==> config.mk <==
export PLATFORM = sky130hd
export DESIGN_NAME = coin_acceptor_flat
export DESIGN_NICKNAME = d
export VERILOG_FILES = /design/src/rtl/vendor_pkg.sv /design/src/rtl/coin_acceptor_if.sv /design/src/rtl/input_debounce.sv /design/src/rtl/coin_acceptor.sv /design/src/flat_wrapper.sv
export SDC_FILE = /design/constraint.sdc
export NUM_CORES = 1
export LEC_CHECK = 0
export BUFFER_PORTS_ARGS = -buffer_cell sky130_fd_sc_hd__clkbuf_2
export CAP_MARGIN = 10
export CORE_ASPECT_RATIO = 1.75
export CORE_MARGIN = 2
export CORE_UTILIZATION = 25
export CTS_BUF_LIST = sky130_fd_sc_hd__clkbuf_2
export CTS_CLUSTER_DIAMETER = 30
export DETAILED_ROUTE_END_ITERATION = 10
export SYNTH_ARGS = -nofsm -noshare
export SYNTH_HDL_FRONTEND = slang
export SYNTH_SLANG_ARGS = --single-unit
==> constraint.sdc <==
create_clock -name clk -period 5.65 [get_ports clk]
set_input_delay 0.2825 -clock clk [delete_from_list [all_inputs] [get_ports clk]]
set_output_delay 0.2825 -clock clk [all_outputs]
set_load 0.05 [all_outputs]
==> src/rtl/vendor_pkg.sv <==
// Shared definitions for the vendor front end.
//   - coin code constants and their face values
//   - coin_value(): code -> value lookup
//   - onehot_to_code(): slot sensor pattern -> coin code
//   - coin FSM state enum
//   - default width of the credit accumulator
package vendor_pkg;

    localparam int CREDIT_W_DEF = 9;

    localparam logic [1:0] COIN_C1  = 2'b00;
    localparam logic [1:0] COIN_C2  = 2'b01;
    localparam logic [1:0] COIN_C5  = 2'b10;
    localparam logic [1:0] COIN_C10 = 2'b11;

    typedef enum logic [2:0] {
        ST_IDLE,
        ST_QUAL,
        ST_EMIT,
        ST_HOLD,
        ST_REJ
    } coin_state_e;

    function automatic logic [3:0] coin_value(input logic [1:0] code);
        logic [3:0] value;
        case (code)
            COIN_C1:  value = 4'd1;
            COIN_C2:  value = 4'd2;
            COIN_C5:  value = 4'd5;
            default:  value = 4'd10;
        endcase
        return value;
    endfunction

    // Only called with a one-hot pattern; the highest set bit wins otherwise.
    function automatic logic [1:0] onehot_to_code(input logic [3:0] pattern);
        logic [1:0] code;
        code = 2'b00;
        for (int i = 0; i < 4; i++) begin
            if (pattern[i]) begin
                code = i[1:0];
            end
        end
        return code;
    endfunction

endpackage

==> src/rtl/coin_acceptor_if.sv <==
// Bundle between the coin acceptor and its environment.
//   master: drives raw sensors/button and clear_credit, observes the Vendor-side outputs
//   slave : the coin acceptor itself
// Signals: coin_sense[3:0], finish_btn, clear_credit (to acceptor);
//          coin[1:0], drop_coin, finish_coin, reject, jam, credit[CREDIT_W-1:0] (from acceptor)
interface coin_acceptor_if
    import vendor_pkg::*;
#(
    parameter int CREDIT_W = CREDIT_W_DEF
);
    logic [3:0]          coin_sense;
    logic                finish_btn;
    logic                clear_credit;
    logic [1:0]          coin;
    logic                drop_coin;
    logic                finish_coin;
    logic                reject;
    logic                jam;
    logic [CREDIT_W-1:0] credit;

    modport master (
        output coin_sense, finish_btn, clear_credit,
        input  coin, drop_coin, finish_coin, reject, jam, credit
    );

    modport slave (
        input  coin_sense, finish_btn, clear_credit,
        output coin, drop_coin, finish_coin, reject, jam, credit
    );
endinterface

==> src/rtl/input_debounce.sv <==
// Two-flop synchroniser plus stability qualifier for one raw button line.
// Ports: clk, reset (sync, active high), raw (asynchronous input),
//        pulse (one cycle when a press has been stable for DEBOUNCE_CYCLES samples).
// After a press is accepted the line must read low for DEBOUNCE_CYCLES samples
// before another press can be accepted.
module input_debounce #(
    parameter int DEBOUNCE_CYCLES = 4
) (
    input  logic clk,
    input  logic reset,
    input  logic raw,
    output logic pulse
);
    localparam int CNT_W = $clog2(DEBOUNCE_CYCLES);

    logic             sync1_reg, sync2_reg;
    logic             armed_reg, armed_next;
    logic             pulse_reg, pulse_next;
    logic [CNT_W-1:0] cnt_reg, cnt_next;

    always_ff @(posedge clk) begin
        if (reset) begin
            sync1_reg <= 1'b0;
            sync2_reg <= 1'b0;
            armed_reg <= 1'b1;
            pulse_reg <= 1'b0;
            cnt_reg   <= '0;
        end else begin
            sync1_reg <= raw;
            sync2_reg <= sync1_reg;
            armed_reg <= armed_next;
            pulse_reg <= pulse_next;
            cnt_reg   <= cnt_next;
        end
    end

    // While armed we wait for a stable high; once fired we wait for a stable low.
    // Both phases use the same counter, so the wanted level is simply armed_reg.
    always_comb begin
        armed_next = armed_reg;
        pulse_next = 1'b0;
        cnt_next   = cnt_reg;
        if (sync2_reg == armed_reg) begin
            if (cnt_reg == CNT_W'(DEBOUNCE_CYCLES - 1)) begin
                cnt_next   = '0;
                armed_next = ~armed_reg;
                pulse_next = armed_reg;
            end else begin
                cnt_next = cnt_reg + 1'b1;
            end
        end else begin
            cnt_next = '0;
        end
    end

    assign pulse = pulse_reg;
endmodule

==> src/rtl/coin_acceptor.sv <==
// Front end of the Vendor FSM: turns raw coin-slot sensors and the finish
// button into one-cycle drop_coin / finish_coin pulses and keeps a credit total.
// Ports: clk, reset (sync, active high), bus (coin_acceptor_if.slave):
//   coin_sense/finish_btn raw inputs, clear_credit, coin, drop_coin,
//   finish_coin, reject, jam, credit.
// Optional: define COIN_AUTO_FINISH_EN to add an idle timer that issues
// finish_coin TIMEOUT_CYCLES after the last accepted coin.
module coin_acceptor
    import vendor_pkg::*;
#(
    parameter int DEBOUNCE_CYCLES = 4,
    parameter int MAX_HOLD_CYCLES = 256,
    parameter int CREDIT_W        = CREDIT_W_DEF
`ifdef COIN_AUTO_FINISH_EN
    ,
    parameter int TIMEOUT_CYCLES  = 1000
`endif
) (
    input  logic           clk,
    input  logic           reset,
    coin_acceptor_if.slave bus
);
    localparam int CNT_MAX = (MAX_HOLD_CYCLES > DEBOUNCE_CYCLES) ? MAX_HOLD_CYCLES : DEBOUNCE_CYCLES;
    localparam int CNT_W   = $clog2(CNT_MAX + 1);

    coin_state_e         state_reg, state_next;
    logic [CNT_W-1:0]    cnt_reg, cnt_next;
    logic [3:0]          pat_reg, pat_next;
    logic [1:0]          coin_reg, coin_next;
    logic                reject_reg, reject_next;
    logic [CREDIT_W-1:0] credit_reg, credit_next;
    logic [CREDIT_W:0]   credit_sum;
    logic [3:0]          sync1_reg, sync2_reg;
    logic                s_multi, s_one_hot;
    logic                btn_pulse;

    input_debounce #(
        .DEBOUNCE_CYCLES(DEBOUNCE_CYCLES)
    ) u_finish_debounce (
        .clk  (clk),
        .reset(reset),
        .raw  (bus.finish_btn),
        .pulse(btn_pulse)
    );

    // x & (x-1) clears the lowest set bit: non-zero means two or more lines.
    assign s_multi   = (sync2_reg & (sync2_reg - 4'd1)) != 4'd0;
    assign s_one_hot = (sync2_reg != 4'd0) && !s_multi;

    always_ff @(posedge clk) begin
        if (reset) begin
            sync1_reg  <= '0;
            sync2_reg  <= '0;
            state_reg  <= ST_IDLE;
            cnt_reg    <= '0;
            pat_reg    <= '0;
            coin_reg   <= '0;
            reject_reg <= 1'b0;
            credit_reg <= '0;
        end else begin
            sync1_reg  <= bus.coin_sense;
            sync2_reg  <= sync1_reg;
            state_reg  <= state_next;
            cnt_reg    <= cnt_next;
            pat_reg    <= pat_next;
            coin_reg   <= coin_next;
            reject_reg <= reject_next;
            credit_reg <= credit_next;
        end
    end

    // cnt_reg holds the stable-sample count in QUAL and the held-cycle count in HOLD.
    always_comb begin
        state_next  = state_reg;
        cnt_next    = cnt_reg;
        pat_next    = pat_reg;
        coin_next   = coin_reg;
        reject_next = 1'b0;
        unique case (state_reg)
            ST_IDLE: begin
                if (s_multi) begin
                    state_next  = ST_REJ;
                    reject_next = 1'b1;
                end else if (s_one_hot) begin
                    state_next = ST_QUAL;
                    pat_next   = sync2_reg;
                    cnt_next   = CNT_W'(1);
                end
            end
            ST_QUAL: begin
                if (sync2_reg != pat_reg) begin
                    state_next = ST_IDLE;
                    cnt_next   = '0;
                end else if (cnt_reg == CNT_W'(DEBOUNCE_CYCLES - 1)) begin
                    state_next = ST_EMIT;
                    cnt_next   = '0;
                    coin_next  = onehot_to_code(pat_reg);
                end else begin
                    cnt_next = cnt_reg + 1'b1;
                end
            end
            ST_EMIT: begin
                state_next = ST_HOLD;
                cnt_next   = CNT_W'(1);
            end
            ST_HOLD: begin
                if (sync2_reg == 4'd0) begin
                    state_next = ST_IDLE;
                    cnt_next   = '0;
                end else if (cnt_reg != CNT_W'(MAX_HOLD_CYCLES)) begin
                    cnt_next = cnt_reg + 1'b1;
                end
            end
            ST_REJ: begin
                if (sync2_reg == 4'd0) begin
                    state_next = ST_IDLE;
                end
            end
            default: begin
                state_next = ST_IDLE;
            end
        endcase
    end

    // Clear is applied first so a clear coinciding with EMIT leaves only the new coin.
    always_comb begin
        credit_next = bus.clear_credit ? '0 : credit_reg;
        credit_sum  = {1'b0, credit_next} + (CREDIT_W + 1)'(coin_value(coin_reg));
        if (state_reg == ST_EMIT) begin
            credit_next = credit_sum[CREDIT_W] ? '1 : credit_sum[CREDIT_W-1:0];
        end
    end

    assign bus.coin      = coin_reg;
    assign bus.drop_coin = (state_reg == ST_EMIT);
    assign bus.reject    = reject_reg;
    assign bus.jam       = (state_reg == ST_HOLD) && (cnt_reg == CNT_W'(MAX_HOLD_CYCLES));
    assign bus.credit    = credit_reg;

`ifdef COIN_AUTO_FINISH_EN
    localparam int IDLE_W = $clog2(TIMEOUT_CYCLES);

    logic              idle_armed_reg;
    logic [IDLE_W-1:0] idle_cnt_reg;
    logic              auto_pulse_reg;

    // Loading 1 on EMIT counts the EMIT-exit edge itself, so the pulse lands
    // exactly TIMEOUT_CYCLES cycles after the EMIT cycle.
    always_ff @(posedge clk) begin
        if (reset) begin
            idle_armed_reg <= 1'b0;
            idle_cnt_reg   <= '0;
            auto_pulse_reg <= 1'b0;
        end else begin
            auto_pulse_reg <= 1'b0;
            if (state_reg == ST_EMIT) begin
                idle_armed_reg <= 1'b1;
                idle_cnt_reg   <= IDLE_W'(1);
            end else if (bus.clear_credit || btn_pulse) begin
                idle_armed_reg <= 1'b0;
            end else if (idle_armed_reg) begin
                if (idle_cnt_reg == IDLE_W'(TIMEOUT_CYCLES - 1)) begin
                    idle_armed_reg <= 1'b0;
                    auto_pulse_reg <= (credit_reg != '0);
                end else begin
                    idle_cnt_reg <= idle_cnt_reg + 1'b1;
                end
            end
        end
    end

    assign bus.finish_coin = btn_pulse | auto_pulse_reg;
`else
    assign bus.finish_coin = btn_pulse;
`endif

endmodule

==> src/flat_wrapper.sv <==
// flat-port wrapper written by rule: the top's interface ports become plain ports
module coin_acceptor_flat import vendor_pkg::*;
#(
    parameter int DEBOUNCE_CYCLES = 4,
    parameter int MAX_HOLD_CYCLES = 256,
    parameter int CREDIT_W        = CREDIT_W_DEF

)
  (clk, reset, bus_coin_sense, bus_finish_btn, bus_clear_credit, bus_coin, bus_drop_coin, bus_finish_coin, bus_reject, bus_jam, bus_credit);
  coin_acceptor_if #(.CREDIT_W(CREDIT_W)) bus_i ();
  input  logic clk;
  input  logic reset;
  input wire logic [$bits(bus_i.coin_sense)-1:0] bus_coin_sense;
  input wire logic [$bits(bus_i.finish_btn)-1:0] bus_finish_btn;
  input wire logic [$bits(bus_i.clear_credit)-1:0] bus_clear_credit;
  output wire logic [$bits(bus_i.coin)-1:0] bus_coin;
  output wire logic [$bits(bus_i.drop_coin)-1:0] bus_drop_coin;
  output wire logic [$bits(bus_i.finish_coin)-1:0] bus_finish_coin;
  output wire logic [$bits(bus_i.reject)-1:0] bus_reject;
  output wire logic [$bits(bus_i.jam)-1:0] bus_jam;
  output wire logic [$bits(bus_i.credit)-1:0] bus_credit;
  assign bus_i.coin_sense = bus_coin_sense;
  assign bus_i.finish_btn = bus_finish_btn;
  assign bus_i.clear_credit = bus_clear_credit;
  assign bus_coin = bus_i.coin;
  assign bus_drop_coin = bus_i.drop_coin;
  assign bus_finish_coin = bus_i.finish_coin;
  assign bus_reject = bus_i.reject;
  assign bus_jam = bus_i.jam;
  assign bus_credit = bus_i.credit;
  coin_acceptor #(.DEBOUNCE_CYCLES(DEBOUNCE_CYCLES), .MAX_HOLD_CYCLES(MAX_HOLD_CYCLES), .CREDIT_W(CREDIT_W)) u_core (.clk(clk), .reset(reset), .bus(bus_i));
endmodule
Word-level counts from Yosys, hierarchy flattened:

Cells that the tools add are included.
Widths: inputs -> output; s select.

* flip-flop bits (word level): 42
* input port bits: 8
* output and inout bits: 15
* word-level logic and storage cells: 81

* $add $sub $neg: 4
* equality and inequality tests: 18
* muxes and demuxes: 21
* bitwise logic cells: 7
* reduce and logical (&&, ||, !) cells: 18

Operators with widths (count)
* $mux 9: 9
* $pmux 9 s4: 1
* $mux 3: 5
* $pmux 3 s4: 1
* $pmux 4 s3: 1
* $reduce_bool 4->1: 3
* $add 9x4->10: 1
* $add 9x1->9 const B: 1
* $eq 9x2->1 const B: 1
* $eq 9x9->1 const B: 1
* $ne 3x1->1 const B: 3
* $ne 9x9->1 const B: 1
* $reduce_and 3->1: 3
* $eq 3x2->1 const B: 2
* $not 1->1: 6
* $reduce_or 3->1: 2
* $and 4x4->4: 1
* $eq 2x2->1 const B: 2
* $logic_not 4->1: 1
* $mux 2: 2
* $ne 2x1->1 const B: 2
* $ne 4x4->1: 1
* $reduce_and 4->1: 1
* $reduce_or 2->1: 2
* 13 further kinds: 15

Depth between registers and ports, before layout:

* depth after elaboration: 8
* mapped depth: 9
* gate-level depth less buffers: 8

Hierarchy:

A second synthesis with hierarchy kept.

* cells, all modules: 248
* area total of the unflattened synthesis: 2224.6 um2

By module, submodules not included
* coin_acceptor: instances 1, cells an instance 232, area each 2020.7 um2, seq. area each 720.7 um2
* input_debounce: instances 1, cells an instance 16, area each 203.9 um2, seq. area each 120.1 um2

Worst setup path before layout:

No wires, ideal clock.

* path type: flip-flop to flip-flop
* from: register u_core.credit_reg[1], in the netlist u_core.bus.credit[1]
* to: register u_core.credit_reg[5], in the netlist u_core.bus.credit[5]
* setup time: 0.074 ns
* arrival: 2.260 ns
* data required time: 5.576 ns
* path slack: 3.316 ns
* cell stages (with the launch flop): 8
* path buffers: 0
* clock period less this slack: 2.334 ns
* path through: dfxtp_1 -> nor2b_1 -> ha_1 -> a211o_1 -> a21oi_1 -> nor2_1 -> or3b_2 -> a31oi_1

* word-level cells in the longest chain between the ends: 4

RTL lines
* start: declaration: line coin_acceptor.sv:31 `logic [CREDIT_W-1:0] credit_reg, credit_next;`
* start signal: assignment: line coin_acceptor.sv:68 `credit_reg <= credit_next;`
* $mux 9: line coin_acceptor.sv:127 `credit_next = bus.clear_credit ? '0 : credit_reg;`
* $add 9x4->10: line coin_acceptor.sv:128 `credit_sum = {1'b0, credit_next} + (CREDIT_W + 1)'(coin_value(coin_reg));`
* $mux 9: line coin_acceptor.sv:130 `credit_next = credit_sum[CREDIT_W] ? '1 : credit_sum[CREDIT_W-1:0];`
* $mux 9: line coin_acceptor.sv:129 `if (state_reg == ST_EMIT) begin`

No other way between the ends.
A chain may end at the register's enable or synchronous reset.

Worst setup path after layout:

* from: register u_core.cnt_reg[2]
* to: output bus_jam

* word-level cells in the longest chain between the ends: 2

RTL lines
* start: declaration: line coin_acceptor.sv:27 `logic [CNT_W-1:0] cnt_reg, cnt_next;`
* start signal: assignment: line coin_acceptor.sv:64 `cnt_reg <= cnt_next;`
* $eq 9x9->1: line coin_acceptor.sv:137 `assign bus.jam = (state_reg == ST_HOLD) && (cnt_reg == CNT_W'(MAX_HOLD_CYCLES));`
* $logic_and 1x1->1: line coin_acceptor.sv:137
* end: declaration: line flat_wrapper.sv:20 `output wire logic [$bits(bus_i.jam)-1:0] bus_jam;`

No other way between the ends.

==> results.toml <==
[status]
status = "finished, final reports clean"

[finish]
final_util_pct = 29.0
drive_gt1_share_pct = 14.0
area_growth_pct = 12.2
final_cells = 381
layout.nets = 280

[synthesis]
yosys.cell_types.count = 54
synth_most_common_cell = "dfxtp_1"
synth_seq_area_share_pct = 38.9
synth_common_cells = "42 x dfxtp_1, 24 x nor2_1, 18 x nor2b_1"
ys.flop_type = "dfxtp_1"
syn_inst = 244
synth-edff-count = 0
avgSynthCellArea_um2 = 8.85
yosysTopAreaCellShare_pct = 38.9
synth_area_leaders = "dfxtp_1 39%, nor2b_1 5.2%, nor2_1 4.2%"
synth_area_um2 = 2160
ys_seq_elements = 42
yosys_warnings = 0
yosys.area.top_type = "dfxtp_1"
async_flop_share_pct = 0
synth_nets = 260

[routing]
ant_nets = 0
finalWirelength_um = 4960
avgRoutedWirePerCell_um = 13.0
top_layer_used = "met4"
first_iter_violations = 43
drt-met1-wl_um = 1970
met3WireLength_um = 147
dr_wl_met2_um = 2730
remaining_drc_errors = 0
drt-vias-per-instance = 4.93
vias = 1880
firstDrtPassIters = 4

[die]
core_um2 = 8370
start_util_pct = 25.8
pin_count = 23
rows = 44
die_area_um2 = 9430
fp.dieH_um = 127
die_w_um = 74.3

[critical_path]
cp.required_ns = 5.37
critPathMaxFanout = 7
reg2reg_to = "u_core.bus.credit[8]"
r2r-start = "u_core.bus.coin[0]"
crit_path_start_kind = "flip-flop"
crit_path_top_delay_cell = "nor4_1"
critPathMaxStageDelay_ns = 0.57
worstPathArrival_ns = 2.11
path_class = "flip-flop to output port"
worstRegToRegCells = 7
reg2reg_slack_ns = 3.43
crit_chain = "nor4_1 > nand3_1 > nor3_1 > clkbuf_2"
setup.worst_path.end_class = "output port"

[cts]
clk-insertion-delay-late_ns = 0.44
hold_buffers = 0
cts.path.max_buffers = 2
cts_setup_buffers = 0
ctsResizeCount = 0
cts_tree = "done"
h-tree-depth = 2
clkTransAtPathRegs_ns = 0.22
clock_sinks = 42
cts_root_buf = "clkbuf_2"
cts_buffers = 5

[placement]
place_congestion = 0.752
port_buffers = 22
preCtsSetupSlack_ns = 3.35
dp_hpwl_um = 3600
place_inst = 371

[sta]
final-hold-violation-count = 0
period_minus_slack_ns = 2.39
tns_ns = 0
max_freq_mhz = 419
drv_slew = 0
max_slew_margin_pct = 40.9
setup_violations = 0
fin_ws_ns = 3.26
worst_pin_slew_ns = 0.887
rsz0062_at_grt = "false"
timing.final.crit_share_pct = 42.3
finClkSkew_ns = 0.00909

[run]
max_cap_viol_count = 0

[grt]
grt_usage_pct = 11.2
grt_pass1_vias = 1784
overflow = 0
grt_pass1_wl_um = 8260
grt_max_degree = 50
antenna_found_initial = 1

[power]
leakagePower_nw = 0.875
p_per_area_nw_per_um2 = 207
peakVddDrop_v = 0.000115

[hold_path]
worstHoldStart = "bus_coin_sense[0]"
min_to = "u_core.sync1_reg[0]"
hp-class = "input pin to flip-flop"
hold-path-cell-count = 2
[where the power goes]
part	leakage (nW)	switching (W)	internal, W	total [W]
Combinational	0.507	0.0000323	0.0000212	0.0000535
Clock	0.0264	0.000107	0.0000281	0.000135
Sequential	0.341	0.00000934	0.000305	0.000314
[how the worst max path moves through the flow]
stage	start	end	slack, ns	cells past startpoint
finish	u_core.cnt_reg[2]	bus_jam	3.26	4
global route	u_core.cnt_reg[2]	bus_jam	3.07	4
CTS	u_core.cnt_reg[2]	bus_jam	3.21	4
detailed placement	bus_clear_credit	u_core.bus.credit[5]	3.35	8
global placement	bus_clear_credit	u_core.bus.credit[5]	3.40	8
floorplan	u_core.bus.credit[1]	u_core.bus.credit[5]	3.32	7
[layout make-up]
cell class              count  area [µm²]
well taps                 115         144
diodes                      1        2.50
inverters                  11        41.3
clock inverters             3        16.3
multi-input cells         181        1230
fillers                   950        5940
clock buffers               5        25.0
repair buffers             23         120
flip-flops and latches     42         841
[cell usage in the layout (no fill, tap or decap), drive strengths merged, types with 2 or more instances in the layout]
| master | count |
|---|---|
| o211ai | 3 |
| xnor2 | 5 |
| or3 | 9 |
| a2111oi | 2 |
| ha | 7 |
| nand3 | 8 |
| nor2b | 18 |
| nor4 | 2 |
| nand2 | 13 |
| nor3 | 6 |
| o221ai | 6 |
| nand2b | 8 |
| xor2 | 4 |
| a22o | 4 |
| and2 | 2 |
| and4b | 2 |
| inv | 11 |
| clkinv | 2 |
| a31oi | 5 |
| nand3b | 2 |
| dfxtp | 42 |
| o21ai | 7 |
| maj3 | 2 |
| or3b | 3 |
| clkbuf | 27 |
| nor2 | 24 |
| nand4 | 2 |
| o32ai | 2 |
| a21o | 3 |
| a21oi | 8 |
| a211oi | 6 |
[metrics by stage]
step / total power, W / area (µm²) / hold slack [ns]
2_1_floorplan: 0.000359 / 2160 / 0.397
3_3_place_gp: 0.000372 / 2370 / 0.408
3_5_place_dp: 0.000373 / 2370 / 0.423
4_1_cts: 0.000510 / 2410 / 0.00439
5_1_grt: 0.000530 / 2420 / 0.00390
6_report: 0.000502 / 2420 / 0.0390
[worst max-delay path: cells and delay by family (launching register included)]
family / cells / cell delay [ns]
simple gates: 3 / 0.94
flops: 1 / 0.41
buf+inv: 1 / 0.32
[cells by family (layout without fill, tap and decap cells)]
| group | after synthesis | in the layout | share of synthesized area (%) |
|---|---|---|---|
| adder cells (fa/ha/maj) | 10 | 10 | 5.91 |
| other | 0 | 1 | 0 |
| AO/OA/AOI/OAI | 55 | 55 | 19.5 |
| XOR/XNOR | 9 | 9 | 3.65 |
| AND/OR/NAND/NOR | 107 | 107 | 28.1 |
| buffers and inverters | 21 | 42 | 3.94 |
| flip-flops | 42 | 42 | 38.9 |
[routing by layer]
metal  vias up  GRT usage, %
li1        934             -
met1       908          11.6
met2        30          20.5
met3         8          2.07
met4         0          5.78
met5         -             0
Note: power is estimated with default switching activity, not from simulation.
